===== config.mk =====
export PLATFORM = sky130hd
export DESIGN_NAME = seven_seg_scanner
export DESIGN_NICKNAME = d
export VERILOG_FILES = /design/src/rtl/seven_seg_scanner.sv
export SDC_FILE = /design/constraint.sdc
export NUM_CORES = 1
export LEC_CHECK = 0
export CELL_PAD_IN_SITES_DETAIL_PLACEMENT = 1
export CELL_PAD_IN_SITES_GLOBAL_PLACEMENT = 1
export CORE_AREA = 2 2 98 118
export DETAILED_ROUTE_END_ITERATION = 10
export DIE_AREA = 0 0 100 120
export GPL_ROUTABILITY_DRIVEN = 1
export PLACE_DENSITY = 0.85
export RECOVER_POWER = 100
export SLEW_MARGIN = 20
export SYNTH_ARGS = -nofsm -noshare
export SYNTH_HDL_FRONTEND = slang
export SYNTH_SLANG_ARGS = --single-unit

===== constraint.sdc =====
create_clock -name sys_clk -period 4 [get_ports sys_clk]
set_clock_uncertainty 0.2 [all_clocks]
set_input_delay 0.8 -clock sys_clk [delete_from_list [all_inputs] [get_ports sys_clk]]
set_output_delay 0.8 -clock sys_clk [all_outputs]
set_load 0.005 [all_outputs]

===== src/rtl/seven_seg_scanner.sv =====
// seven_seg_scanner: time-multiplexed common-anode seven-segment driver.
// Advances one digit per scan tick, blanks all anodes for GUARD_CYCLES
// between digits, and decodes a per-frame snapshot of the digit bus into
// active-low segment, decimal-point and anode drives.
// Optional feature macro: SEG7_LEADING_ZERO_BLANK_EN (blank leading zeros).
module seven_seg_scanner #(
  parameter int NUM_DIGITS   = 8,
  parameter int GUARD_CYCLES = 4
) (
  input  logic                      sys_clk,
  input  logic                      reset_n,
  input  logic                      tick,
  input  logic [4*NUM_DIGITS-1:0]   digits,
  input  logic [NUM_DIGITS-1:0]     digit_en,
  input  logic [NUM_DIGITS-1:0]     dp,
  output logic [NUM_DIGITS-1:0]     an,
  output logic [6:0]                seg,
  output logic                      dp_n,
  output logic                      frame_start
);

  localparam int IDX_W = $clog2(NUM_DIGITS);
  localparam logic [IDX_W-1:0] IDX_LAST = IDX_W'(NUM_DIGITS - 1);
  // Counter is loaded with G-1 so the new anode lights exactly G edges
  // after the accepted tick.
  localparam logic [7:0] GUARD_LOAD = (GUARD_CYCLES > 0) ? 8'(GUARD_CYCLES - 1) : 8'd0;
  localparam logic [NUM_DIGITS-1:0] AN_OFF = '1;
  localparam logic [6:0] SEG_OFF = 7'h7F;

  typedef enum logic [1:0] {
    ST_WAIT  = 2'd0,
    ST_GUARD = 2'd1,
    ST_DRIVE = 2'd2
  } state_t;

  // Hex nibble to active-low {g,f,e,d,c,b,a}.
  function automatic logic [6:0] hex_to_seg(input logic [3:0] h);
    logic [6:0] s;
    case (h)
      4'h0: s = 7'h40;
      4'h1: s = 7'h79;
      4'h2: s = 7'h24;
      4'h3: s = 7'h30;
      4'h4: s = 7'h19;
      4'h5: s = 7'h12;
      4'h6: s = 7'h02;
      4'h7: s = 7'h78;
      4'h8: s = 7'h00;
      4'h9: s = 7'h10;
      4'hA: s = 7'h08;
      4'hB: s = 7'h03;
      4'hC: s = 7'h46;
      4'hD: s = 7'h21;
      4'hE: s = 7'h06;
      default: s = 7'h0E;
    endcase
    return s;
  endfunction

  state_t                    state_q, state_d;
  logic [IDX_W-1:0]          idx_q, idx_d;
  logic [7:0]                cnt_q, cnt_d;
  logic [4*NUM_DIGITS-1:0]   snap_dig_q, snap_dig_d;
  logic [NUM_DIGITS-1:0]     snap_en_q, snap_en_d;
  logic [NUM_DIGITS-1:0]     snap_dp_q, snap_dp_d;
  logic [NUM_DIGITS-1:0]     an_q, an_d;
  logic [6:0]                seg_q, seg_d;
  logic                      dp_n_q, dp_n_d;
  logic                      frame_start_q, frame_start_d;

  logic                      accept;
  logic                      wrap;
  logic [IDX_W-1:0]          idx_inc;
  logic [3:0]                nib_arr [NUM_DIGITS];
  logic [NUM_DIGITS-1:0]     lz_mask;
  logic                      lit;
  logic [NUM_DIGITS-1:0]     drive_an;
  logic [6:0]                drive_seg;
  logic                      drive_dp_n;

  // Tick acceptance, index advance and frame-wrap snapshot selection.
  always_comb begin
    accept     = tick && (state_q != ST_GUARD);
    idx_inc    = (idx_q == IDX_LAST) ? '0 : idx_q + 1'b1;
    wrap       = accept && (idx_q == IDX_LAST);
    idx_d      = accept ? idx_inc : idx_q;
    snap_dig_d = wrap ? digits   : snap_dig_q;
    snap_en_d  = wrap ? digit_en : snap_en_q;
    snap_dp_d  = wrap ? dp       : snap_dp_q;
  end

  // Per-digit view of the (next) snapshot and the anode pattern per digit.
  // The drive values are computed from the next-cycle index and snapshot so
  // that a zero-guard configuration lights the new digit on the tick edge.
  for (genvar gi = 0; gi < NUM_DIGITS; gi++) begin : g_digit
    assign nib_arr[gi]  = snap_dig_d[4*gi +: 4];
    assign drive_an[gi] = !(lit && (idx_d == IDX_W'(gi)));
  end

`ifdef SEG7_LEADING_ZERO_BLANK_EN
  // zero_from[i] is set when nibbles i..NUM_DIGITS-1 are all zero; such
  // digits sit above the most significant nonzero nibble. Digit 0 is
  // never blanked so a zero value still shows a single 0.
  logic [NUM_DIGITS:1] zero_from;
  assign zero_from[NUM_DIGITS] = 1'b1;
  assign lz_mask[0] = 1'b0;
  for (genvar gi = 1; gi < NUM_DIGITS; gi++) begin : g_lz
    assign zero_from[gi] = (nib_arr[gi] == 4'h0) && zero_from[gi+1];
    assign lz_mask[gi]   = zero_from[gi];
  end
`else
  assign lz_mask = '0;
`endif

  // Decode of the digit that will be lit next; disabled or blanked digits
  // keep their slot with everything dark.
  always_comb begin
    lit        = snap_en_d[idx_d] && !lz_mask[idx_d];
    drive_seg  = lit ? hex_to_seg(nib_arr[idx_d]) : SEG_OFF;
    drive_dp_n = lit ? !snap_dp_d[idx_d] : 1'b1;
  end

  // Scan FSM next-state and registered output values.
  always_comb begin
    state_d       = state_q;
    cnt_d         = cnt_q;
    an_d          = an_q;
    seg_d         = seg_q;
    dp_n_d        = dp_n_q;
    frame_start_d = wrap;
    case (state_q)
      ST_WAIT, ST_DRIVE: begin
        if (tick) begin
          if (GUARD_CYCLES > 0) begin
            state_d = ST_GUARD;
            cnt_d   = GUARD_LOAD;
            an_d    = AN_OFF;
            seg_d   = SEG_OFF;
            dp_n_d  = 1'b1;
          end else begin
            state_d = ST_DRIVE;
            an_d    = drive_an;
            seg_d   = drive_seg;
            dp_n_d  = drive_dp_n;
          end
        end
      end
      ST_GUARD: begin
        // Ticks here are ignored; only the counter runs.
        if (cnt_q == 8'd0) begin
          state_d = ST_DRIVE;
          an_d    = drive_an;
          seg_d   = drive_seg;
          dp_n_d  = drive_dp_n;
        end else begin
          cnt_d = cnt_q - 8'd1;
        end
      end
      default: begin
        state_d = ST_WAIT;
        an_d    = AN_OFF;
        seg_d   = SEG_OFF;
        dp_n_d  = 1'b1;
      end
    endcase
  end

  // Scan state, index, guard counter and output registers.
  always_ff @(posedge sys_clk or negedge reset_n) begin
    if (!reset_n) begin
      state_q       <= ST_WAIT;
      idx_q         <= IDX_LAST;
      cnt_q         <= 8'd0;
      an_q          <= AN_OFF;
      seg_q         <= SEG_OFF;
      dp_n_q        <= 1'b1;
      frame_start_q <= 1'b0;
    end else begin
      state_q       <= state_d;
      idx_q         <= idx_d;
      cnt_q         <= cnt_d;
      an_q          <= an_d;
      seg_q         <= seg_d;
      dp_n_q        <= dp_n_d;
      frame_start_q <= frame_start_d;
    end
  end

  // Frame snapshot of digit data, enables and decimal points.
  always_ff @(posedge sys_clk or negedge reset_n) begin
    if (!reset_n) begin
      snap_dig_q <= '0;
      snap_en_q  <= '0;
      snap_dp_q  <= '0;
    end else begin
      snap_dig_q <= snap_dig_d;
      snap_en_q  <= snap_en_d;
      snap_dp_q  <= snap_dp_d;
    end
  end

  assign an          = an_q;
  assign seg         = seg_q;
  assign dp_n        = dp_n_q;
  assign frame_start = frame_start_q;

endmodule


# After elaboration in Yosys (flattened, before gate mapping)

Memories as Yosys holds them, arrays and structs flattened.
Index checks and enable logic that the tools add are counted.

Flip-flop bits (word level): 78
Memory bits (read-only): 120
Bits of input ports: 51
Memories kept: 2

Add/sub/neg operators: 2
Order comparisons: 2
Equality and inequality tests: 14
Mux-type cells: 30
Bitwise operators: 1
Reductions and logical operators: 28

Memories:

| memory           | words | width | read ports | clocked after Yosys merged registers in | wr ports | line | source |
|---|---|---|---|---|---|---|---|
| (name not given) | 16    | 7     | 1          | 0                                       | 0        | 39   | `case (h)` |
| (name not given) | 8     | 1     | 1          | 0                                       | 0        | 118  | `lit = snap_en_d[idx_d] && !lz_mask[idx_d];` |

Operator list:

| operator                                            | count |
|---|---|
| two-way mux 8 bit                                   | 6 |
| two-way mux 32 bit                                  | 1 |
| one-hot mux 8 bit (2 select lines)                  | 2 |
| two-way mux 7 bit                                   | 3 |
| == test 3 bit (second input constant)               | 5 |
| one-hot mux 7 bit (2 select lines)                  | 1 |
| binary-select mux 4 bit (select 3 bit)              | 1 |
| logical AND 1 bit                                   | 11 |
| logical NOT 1 bit                                   | 10 |
| logical NOT 8 bit                                   | 1 |
| two-way mux 4 bit                                   | 2 |
| subtractor 8 x 1 -> 8 bit (second input constant)   | 1 |
| binary-select mux 1 bit (select 3 bit)              | 2 |
| == test 3 x 2 -> 1 bit (second input constant)      | 2 |
| two-way mux 1 bit                                   | 6 |
| two-way mux 3 bit                                   | 2 |
| inequality test 2 bit (second input constant)       | 3 |
| >= comparator 4 bit (second input constant)         | 1 |
| < comparator 3 x 4 -> 1 bit (second input constant) | 1 |
| two-way mux 2 bit                                   | 2 |
| NOT 3 -> 4 bit                                      | 1 |
| one-hot mux 2 bit (2 select lines)                  | 1 |
| adder 3 x 1 -> 3 bit (second input constant)        | 1 |
| == test 3 x 1 -> 1 bit (second input constant)      | 1 |
| 10 further kinds                                    | 10 |

# Logic depth before layout (Yosys ltp)

Gate-level depths: netlist of run 1.

Depth after elaboration: 11
Gate-level depth with buffers: 17
Depth with buffers taken out: 15

# Worst setup path before layout of run 1

OpenSTA, ideal clock, no wires.

Kind: input-to-reg
Start: input port tick
End: register seg_q[2], in the netlist seg[2]
Library setup time: 83 ps
Data arrival time: 3158 ps
Data required time: 3717 ps
Path slack: 558 ps
Stages on the path: 13
Path through: buf_6 -> and2_1 -> buf_6 -> nand2_4 -> buf_6 -> mux2_2 -> mux2_2 -> a211oi_2 -> nor2_1 -> ha_1 -> and2_1 -> and2_1 -> o32a_1

Longest elaborated chain between the ends: 10
Elaborated cells on any way between the ends: 21

RTL lines:

| element                                               | line | source |
|---|---|---|
| from (decl)                                           | 12   | `input logic tick,` |
| logical AND 1 bit                                     | 83   | `accept = tick && (state_q != ST_GUARD);` |
| logical AND 1 bit                                     | 85   | `wrap = accept && (idx_q == IDX_LAST);` |
| two-way mux 32 bit                                    | 87   | `snap_dig_d = wrap ? digits : snap_dig_q;` |
| net snap_dig_d[5]                                     | 63   | `logic [4*NUM_DIGITS-1:0] snap_dig_q, snap_dig_d;` |
| binary-select mux 4 bit (select 3 bit)                | 119  | `drive_seg = lit ? hex_to_seg(nib_arr[idx_d]) : SEG_OFF;` |
| two-way mux 4 bit (implied by the code) (2 in series) | 119  |  |
| memory read (16 x 7 bit)                              | --   |  |
| two-way mux 7 bit                                     | 119  |  |
| two-way mux 7 bit                                     | 150  | `if (cnt_q == 8'd0) begin` |
| one-hot mux 7 bit (2 select lines)                    | 131  | `case (state_q)` |
| to (signal assigned)                                  | 183  | `seg_q <= seg_d;` |
| to (decl)                                             | 67   | `logic [6:0] seg_q, seg_d;` |

The timed path passes the listed nets, and every way through them passes these cells. The select of a mux whose other input is x is not followed.
A chain may end at the register's enable or synchronous reset.

# Worst setup path after layout of run 1

Start: register idx_q[0]
End: register seg_q[2], in the netlist seg[2]

Longest elaborated chain between the ends: 11
Elaborated cells on any way between the ends: 21

RTL lines:

| element                                                      | line   | source |
|---|---|---|
| from (decl)                                                  | 61     | `logic [IDX_W-1:0] idx_q, idx_d;` |
| from (signal assigned)                                       | 180    | `idx_q <= idx_d;` |
| adder 3 x 1 -> 3 bit / == test 3 bit (equally long branches) | 84, 85 |  |
| two-way mux 3 bit                                            | 84     | `idx_inc = (idx_q == IDX_LAST) ? '0 : idx_q + 1'b1;` |
| two-way mux 3 bit                                            | 86     | `idx_d = accept ? idx_inc : idx_q;` |
| NOT 3 -> 4 bit (implied by the code)                         | 119    |  |
| binary-select mux 4 bit (select 3 bit)                       | 119    |  |
| two-way mux 4 bit (implied by the code) (2 in series)        | 119    |  |
| memory read (16 x 7 bit)                                     | --     |  |
| two-way mux 7 bit *                                          | 119    |  |
| two-way mux 7 bit *                                          | 150    |  |
| one-hot mux 7 bit (2 select lines) *                         | 131    |  |

Mark *: on every way between the ends. The rest lies on a longest branch, timed or not. The select of a mux whose other input is x is not followed.

==> summary.txt, run 1 <==
Cell Chain, Critical Path: ha_1 -> ha_1 -> nor2_1 -> and3_1 -> a211o_1 -> a211oi_2 -> a2bb2oi_4 -> nand2_1 -> inv_1 -> ha_1 -> and2_0 -> and2_1 -> o32a_1
failing checks: capacitance limit
Slew headroom: 0.7976%
NetSw: 1.654 mW
cell repeated most along the worst path: ha_1
post-route cell area: 5588 um2
GRT busiest layer: met2
clock slew at reported path FFs: 0.06 ns
Hold Path Class: flop to flop
number of global-route vias before repair: 4,150
synth warn: 0
RR Endpoint: seg[2]
Cells on Worst Hold Path: 2
syn nets: 518
Skew-Pair Late Insertion Delay: 0.35 ns
leakage: 2.523 nW
WL per Instance: 19.55 um
Seq/Total Area, Yosys: 44.22%
clk buf depth: 2
row count: 42
Final #Nets: 589
worst path required time: 4.07 ns
vias: 3,811
clk sinks: 78
grt met1 use: 26.78%
Int Pwr: 2.350 mW
die height: 120 um
critical path type: flop to flop
met2 usage: 40.29%
Crit Path Max Fanout: 12
Post-Route WL: 12,980 um
Post-synth EDFFs: 0
FF-to-FF path depth: 13
Buf/Inv on CP: 1
Fin. Hold Viols: 0
cts repair resizes: 0
ratio of cells with drive above 1 in the final layout: 16.17%
Worst Hold Launch: snap_dp_q[2]
die area: 12,000 um2
number of cells produced by synthesis: 456
DP HPWL: 9507 um
Switching Share: 41.31%
Area contributors post-synth: dfrtp_1, dfstp_2, nand2_1
dominant synthesized flop cell: dfrtp_1
Min Hold Slack: 0.2748 ns
post-route insts no fill: 664
All-Layer GR Usage: 22.71%
status: finished with violations
die width: 100 um
Remaining Overflow, GRT: 0
area post-placement: 5250 um2
Async S/R FF share, synth: 100.0%
largest stage delay on the critical path: 0.64 ns
H-tree levels: 3
CP max-delay cell: dfstp_2
Via density: 5.739
TritonRoute pass-1 iters: 4
Initial Utilization: 40.88%
Synth Register Bits: 78
Area Growth Syn to Fin: 25.06%
R2R Path Start: idx_q[0]
syn_area_per_cell: 9.798 um2
Pwr Total: 4.005 mW
total CTS buffers: 9
placed cells: 647
top-count cell post-synth: nand2_1
initial antenna violation count: 0
Flop pwr share: 27.9%
CTS root buf: clkbuf_16
DRC Markers: 0
Clk pwr share: 23.4%
Combinational Power Share: 48.7%
core area: 10,930 um2
worst-margin pin slew: 1.488 ns
Hold Path Sink: snap_dp_q[2]
PortBufs: 67
hold_buf cts: 0
Syn Std Cell Area: 4468 um2
CP Capture Type: flop
post-route ant nets: 0
Crit path max-delay family: compound AO/OA/AOI/OAI gates
area leader, netlist: dfrtp_1
setup TNS: 0 ns
M3 GR Usage: 3.611%
post-layout util: 51.12%
Slew Limit Fails: 0
Placer Congestion: 0.8942
Final WS setup: 0.2269 ns
DP Worst Slack: 0.02064 ns
synth unique cells: 77
ant diodes: 0
largest net degree at the start of global routing: 79
Max Cap Violations: 1
Ports: 68
crit path DAT: 3.84 ns
filler cell count: 1,243
global-route wire length before repair: 21,070 um
share of the synthesized area in the top cell type: 33.04%
R2R setup slack: 0.23 ns
Startpoint Class: flop
pwr dens: 716.7 nW/um2
Post CTS Setup Buffer Count: 0
setup violators final: 0
crit path time final: 3.773 ns
Max VDD drop: 0.3032 mV
fin crit share: 94.33%
CTS tree: done
Iteration-0 DRC Markers: 230
commonest cells in the netlist: nand2_1, dfrtp_1, nor2_1, dfstp_2
RSZ-0062 raised after global routing: false
f_max: 265.0 MHz
[area by class of cell]
type                    instances  area, um2  share of cell area (%)
clock inverters                 3      63.81                   1.142
repair buffers                 85      793.3                   14.20
clock buffers                  13      280.3                   5.016
multi-input cells             338       2247                   40.22
flip-flops and latches         78       1976                   35.36
well taps                     132      165.2                   2.956
inverters                      15      62.56                   1.120
[layer usage]
metal	up-vias	share of wire (%)
li1	1772	-
met1	1903	40
met2	105	53
met3	31	4.1
met4	0	3.1
met5	-	0
[placed cells by master, fill, tap and decap left out, types with 3 or more instances in the layout]
cell	count
a2111oi_0	3
nor4_1	7
nor3_1	3
dfstp_2	19
o211a_1	5
dfrtp_1	59
mux2_2	5
nand2b_1	3
nand4_1	6
nand3_1	18
o21ai_1	6
inv_1	13
buf_4	16
or4_1	3
a21oi_1	11
a31oi_1	15
and3_1	4
or3_1	6
nor2_1	27
o221ai_1	4
a211oi_1	5
nand2_1	101
clkdlybuf4s50_1	49
o21ai_0	18
clkbuf_16	9
clkbuf_8	4
o32a_1	7
and2_0	4
mux2i_1	11
mux2_1	8
dlygate4sd3_1	17
ha_1	11
[worst min-delay path: stages (launching register included)]
cell,delay [ns]
dfrtp_1,0.32
nand2_1,0.05
nand2_1,0.07
[cells by family after synthesis]
logic type / synth area share (%)
AO/OA/AOI/OAI: 18.34
flip-flops: 44.22
multiplexers: 7.169
XOR/XNOR: 0.7842
adder cells (fa/ha/maj): 3.080
AND/OR/NAND/NOR: 21.00
buffers and inverters: 5.405
[state kept, by name, indices dropped and copies added (netlist names)]
signal       count
snap_en_q        8
frame_start      1
dp_n             1
seg              7
snap_dp_q        8
cnt_q            8
idx_q            3
state_q          2
snap_dig_q      32
an               8
[power by group through the flow]
stage               sequential, mW  clock, mW  combinational (mW)
floorplan                     1.08          0                1.45
global placement              1.12          0                1.87
detailed placement            1.13          0                1.94
CTS                           1.12      0.954                1.96
global route                  1.14      0.982                2.12
finish                        1.12      0.936                1.95
[how the worst max path moves through the flow]
stage | startpoint | end | cells after the start | slack, ns
2_1_floorplan | tick | seg[2] | 13 | 0.56
3_3_place_gp | tick | seg[3] | 10 | 0.18
3_5_place_dp | tick | seg[2] | 13 | 0.02
4_1_cts | idx_q[0] | seg[2] | 13 | 0.11
5_1_grt | idx_q[0] | seg[5] | 14 | 0.02
6_report | idx_q[0] | seg[2] | 13 | 0.23
Power figures use the tool's default switching activity.
==> run 2: changes to the inputs <==
Settings changed: CORE_AREA 2 2 98 118 to 4 4 100 120, DIE_AREA 0 0 100 120 to 0 0 104 124.
==> run 2 against run 1 <==
Compared with the run above:
- the flow finishes with violations (capacitance limit, slew limit)
- flip-flop and latch count unchanged
- via count up 1.0%
- critical path depth is 2 lower
- design area down 0.74%
- worst setup slack got worse by 0.00059 ns
- maximum frequency about the same
- critical path type is now primary input to flop
- largest power group unchanged
==> summary.txt, run 2 (synthesis results as in run 1) <==
Combinational Power Share: 50.0% (was 48.7%)
filler cell count: 1,230 (was 1,243)
CP Capture Type: flop (unchanged)
CTS root buf: clkbuf_16 (unchanged)
Slew Limit Fails: 79 (was 0)
Pwr Total: 3.957 mW (was 4.005 mW)
Max VDD drop: 0.2673 mV (was 0.3032 mV)
Flop pwr share: 28.3% (was 27.9%)
DP HPWL: 9801 um (was 9507 um)
worst-margin pin slew: 2.034 ns (was 1.488 ns)
die height: 124 um (was 120 um)
Placer Congestion: 0.8630 (was 0.8942)
clock slew at reported path FFs: 0.06 ns (about the same)
CTS tree: done (unchanged)
All-Layer GR Usage: 21.52% (was 22.71%)
Max Cap Violations: 1 (unchanged)
status: finished with violations (unchanged)
Post-Route WL: 13,530 um (was 12,980 um)
ratio of cells with drive above 1 in the final layout: 16.73% (was 16.17%)
die area: 12,900 um2 (was 12,000 um2)
Startpoint Class: primary input (was flop)
Ports: 68 (unchanged)
worst path required time: 4.06 ns (was 4.07 ns)
total CTS buffers: 9 (unchanged)
clk buf depth: 2 (unchanged)
core area: 10,930 um2 (unchanged)
TritonRoute pass-1 iters: 4 (unchanged)
setup violators final: 0 (unchanged)
H-tree levels: 3 (unchanged)
pwr dens: 713.3 nW/um2 (was 716.7 nW/um2)
clk sinks: 78 (unchanged)
RSZ-0062 raised after global routing: false (unchanged)
critical path type: primary input to flop (was flop to flop)
Area Growth Syn to Fin: 24.14% (was 25.06%)
setup TNS: 0 ns (unchanged)
Biggest register: snap_dig_q (unchanged)
Post CTS Setup Buffer Count: 0 (unchanged)
most frequent cells in the layout: nand2_1, dfrtp_1, clkdlybuf4s50_1 (unchanged)
post-route ant nets: 0 (unchanged)
Skew-Pair Late Insertion Delay: 0.34 ns (was 0.35 ns)
Slew headroom: -35.58% (was 0.7976%)
Via density: 5.797 (was 5.739)
crit path time final: 3.774 ns (was 3.773 ns)
Crit Path Max Fanout: 11 (was 12)
Switching Share: 42.48% (was 41.31%)
f_max: 265.0 MHz (about the same)
NetSw: 1.681 mW (was 1.654 mW)
Final #Nets: 589 (unchanged)
Iteration-0 DRC Markers: 231 (was 230)
fin crit share: 94.34% (was 94.33%)
Fin. Hold Viols: 0 (unchanged)
commonest non-fill, non-tap cell in the layout: nand2_1 (unchanged)
failing checks: capacitance limit, slew limit (was capacitance limit)
crit path DAT: 3.83 ns (was 3.84 ns)
row count: 42 (unchanged)
max FFs per register: 32 (unchanged)
Initial Utilization: 40.88% (unchanged)
initial antenna violation count: 0 (unchanged)
WL per Instance: 20.37 um (was 19.55 um)
leakage: 2.495 nW (was 2.523 nW)
PortBufs: 67 (unchanged)
largest net degree at the start of global routing: 79 (unchanged)
vias: 3,849 (was 3,811)
Hold Path Class: flop to flop (unchanged)
global-route wire length before repair: 21,820 um (was 21,070 um)
Remaining Overflow, GRT: 0 (unchanged)
number of global-route vias before repair: 4,168 (was 4,150)
Clk pwr share: 21.7% (was 23.4%)
die width: 104 um (was 100 um)
DRC Markers: 0 (unchanged)
ant diodes: 0 (unchanged)
Int Pwr: 2.276 mW (was 2.350 mW)
[run 2: power by group through the flow]
stage / clock network (mW) / logic, mW / registers, mW
after floorplan: 0 / 1.45 / 1.08
after global placement: 0 / 1.90 / 1.11
after detailed placement: 0 / 1.96 / 1.13
after CTS: 0.880 / 1.99 / 1.12
after global routing: 0.920 / 2.15 / 1.14
final: 0.860 / 1.98 / 1.12
[run 2: path summary, 6_finish.rpt]
path | to | cells after the start | slack, ns | start
hold / removal | snap_dp_q[2] | 2 | 0.27 | snap_dp_q[2]
hold reg to reg | snap_dp_q[2] | 2 | 0.27 | snap_dp_q[2]
setup reg to reg | seg[2] | 13 | 0.29 | idx_q[0]
max in group asynchronous | snap_dig_q[29] | 1 | 1.55 | reset_n
min in group asynchronous | snap_dig_q[10] | 1 | 0.82 | reset_n
setup / recovery | seg[2] | 11 | 0.23 | tick
[run 2: worst max-delay path, stage by stage]
cell and delay (ns):
dlygate4sd3_1 0.69, inv_2 0.14, o21ai_2 0.24, and2_1 0.33, inv_2 0.17, a2111oi_1 0.46
nor4_1 0.13, buf_4 0.21, and2_1 0.17, and2_1 0.15, o32a_1 0.32
[run 2: metrics by stage]
step	util (%)	hold WS [ns]	cell area [um2]	cells	worst slack, ns
2_1_floorplan	-	0.2374	4468	456	0.5581
3_3_place_gp	48.10	0.2549	5258	648	0.1180
3_5_place_dp	48.10	0.2620	5258	648	0.0005325
4_1_cts	50.96	0.2768	5570	664	0.1276
5_1_grt	50.74	0.3043	5547	664	0.08216
6_report	50.74	0.2717	5547	664	0.2263
[run 2: metal layers]
metal	GRT usage, %	share of wire (%)	vias to the layer above
li1	-	-	1773
met1	24.98	40	1950
met2	40.28	53	100
met3	3.629	4.0	26
met4	7.564	2.5	0
met5	0	0	-
[run 2: repair_timing]
action	in CTS	in global routing
hold buffers	0	0
gates resized for setup	0	2
setup endpoints to repair	0	2
[run 2: area by class of cell]
type	count	area, um2	area share, %
Sequential cell	78	1976	35.62
Clock inverter	2	38.79	0.6993
Tap cell	132	165.2	2.978
Inverter	15	57.56	1.038
Multi-Input combinational cell	338	2250	40.56
Timing Repair Buffer	85	785.8	14.17
Clock buffer	14	274.0	4.940
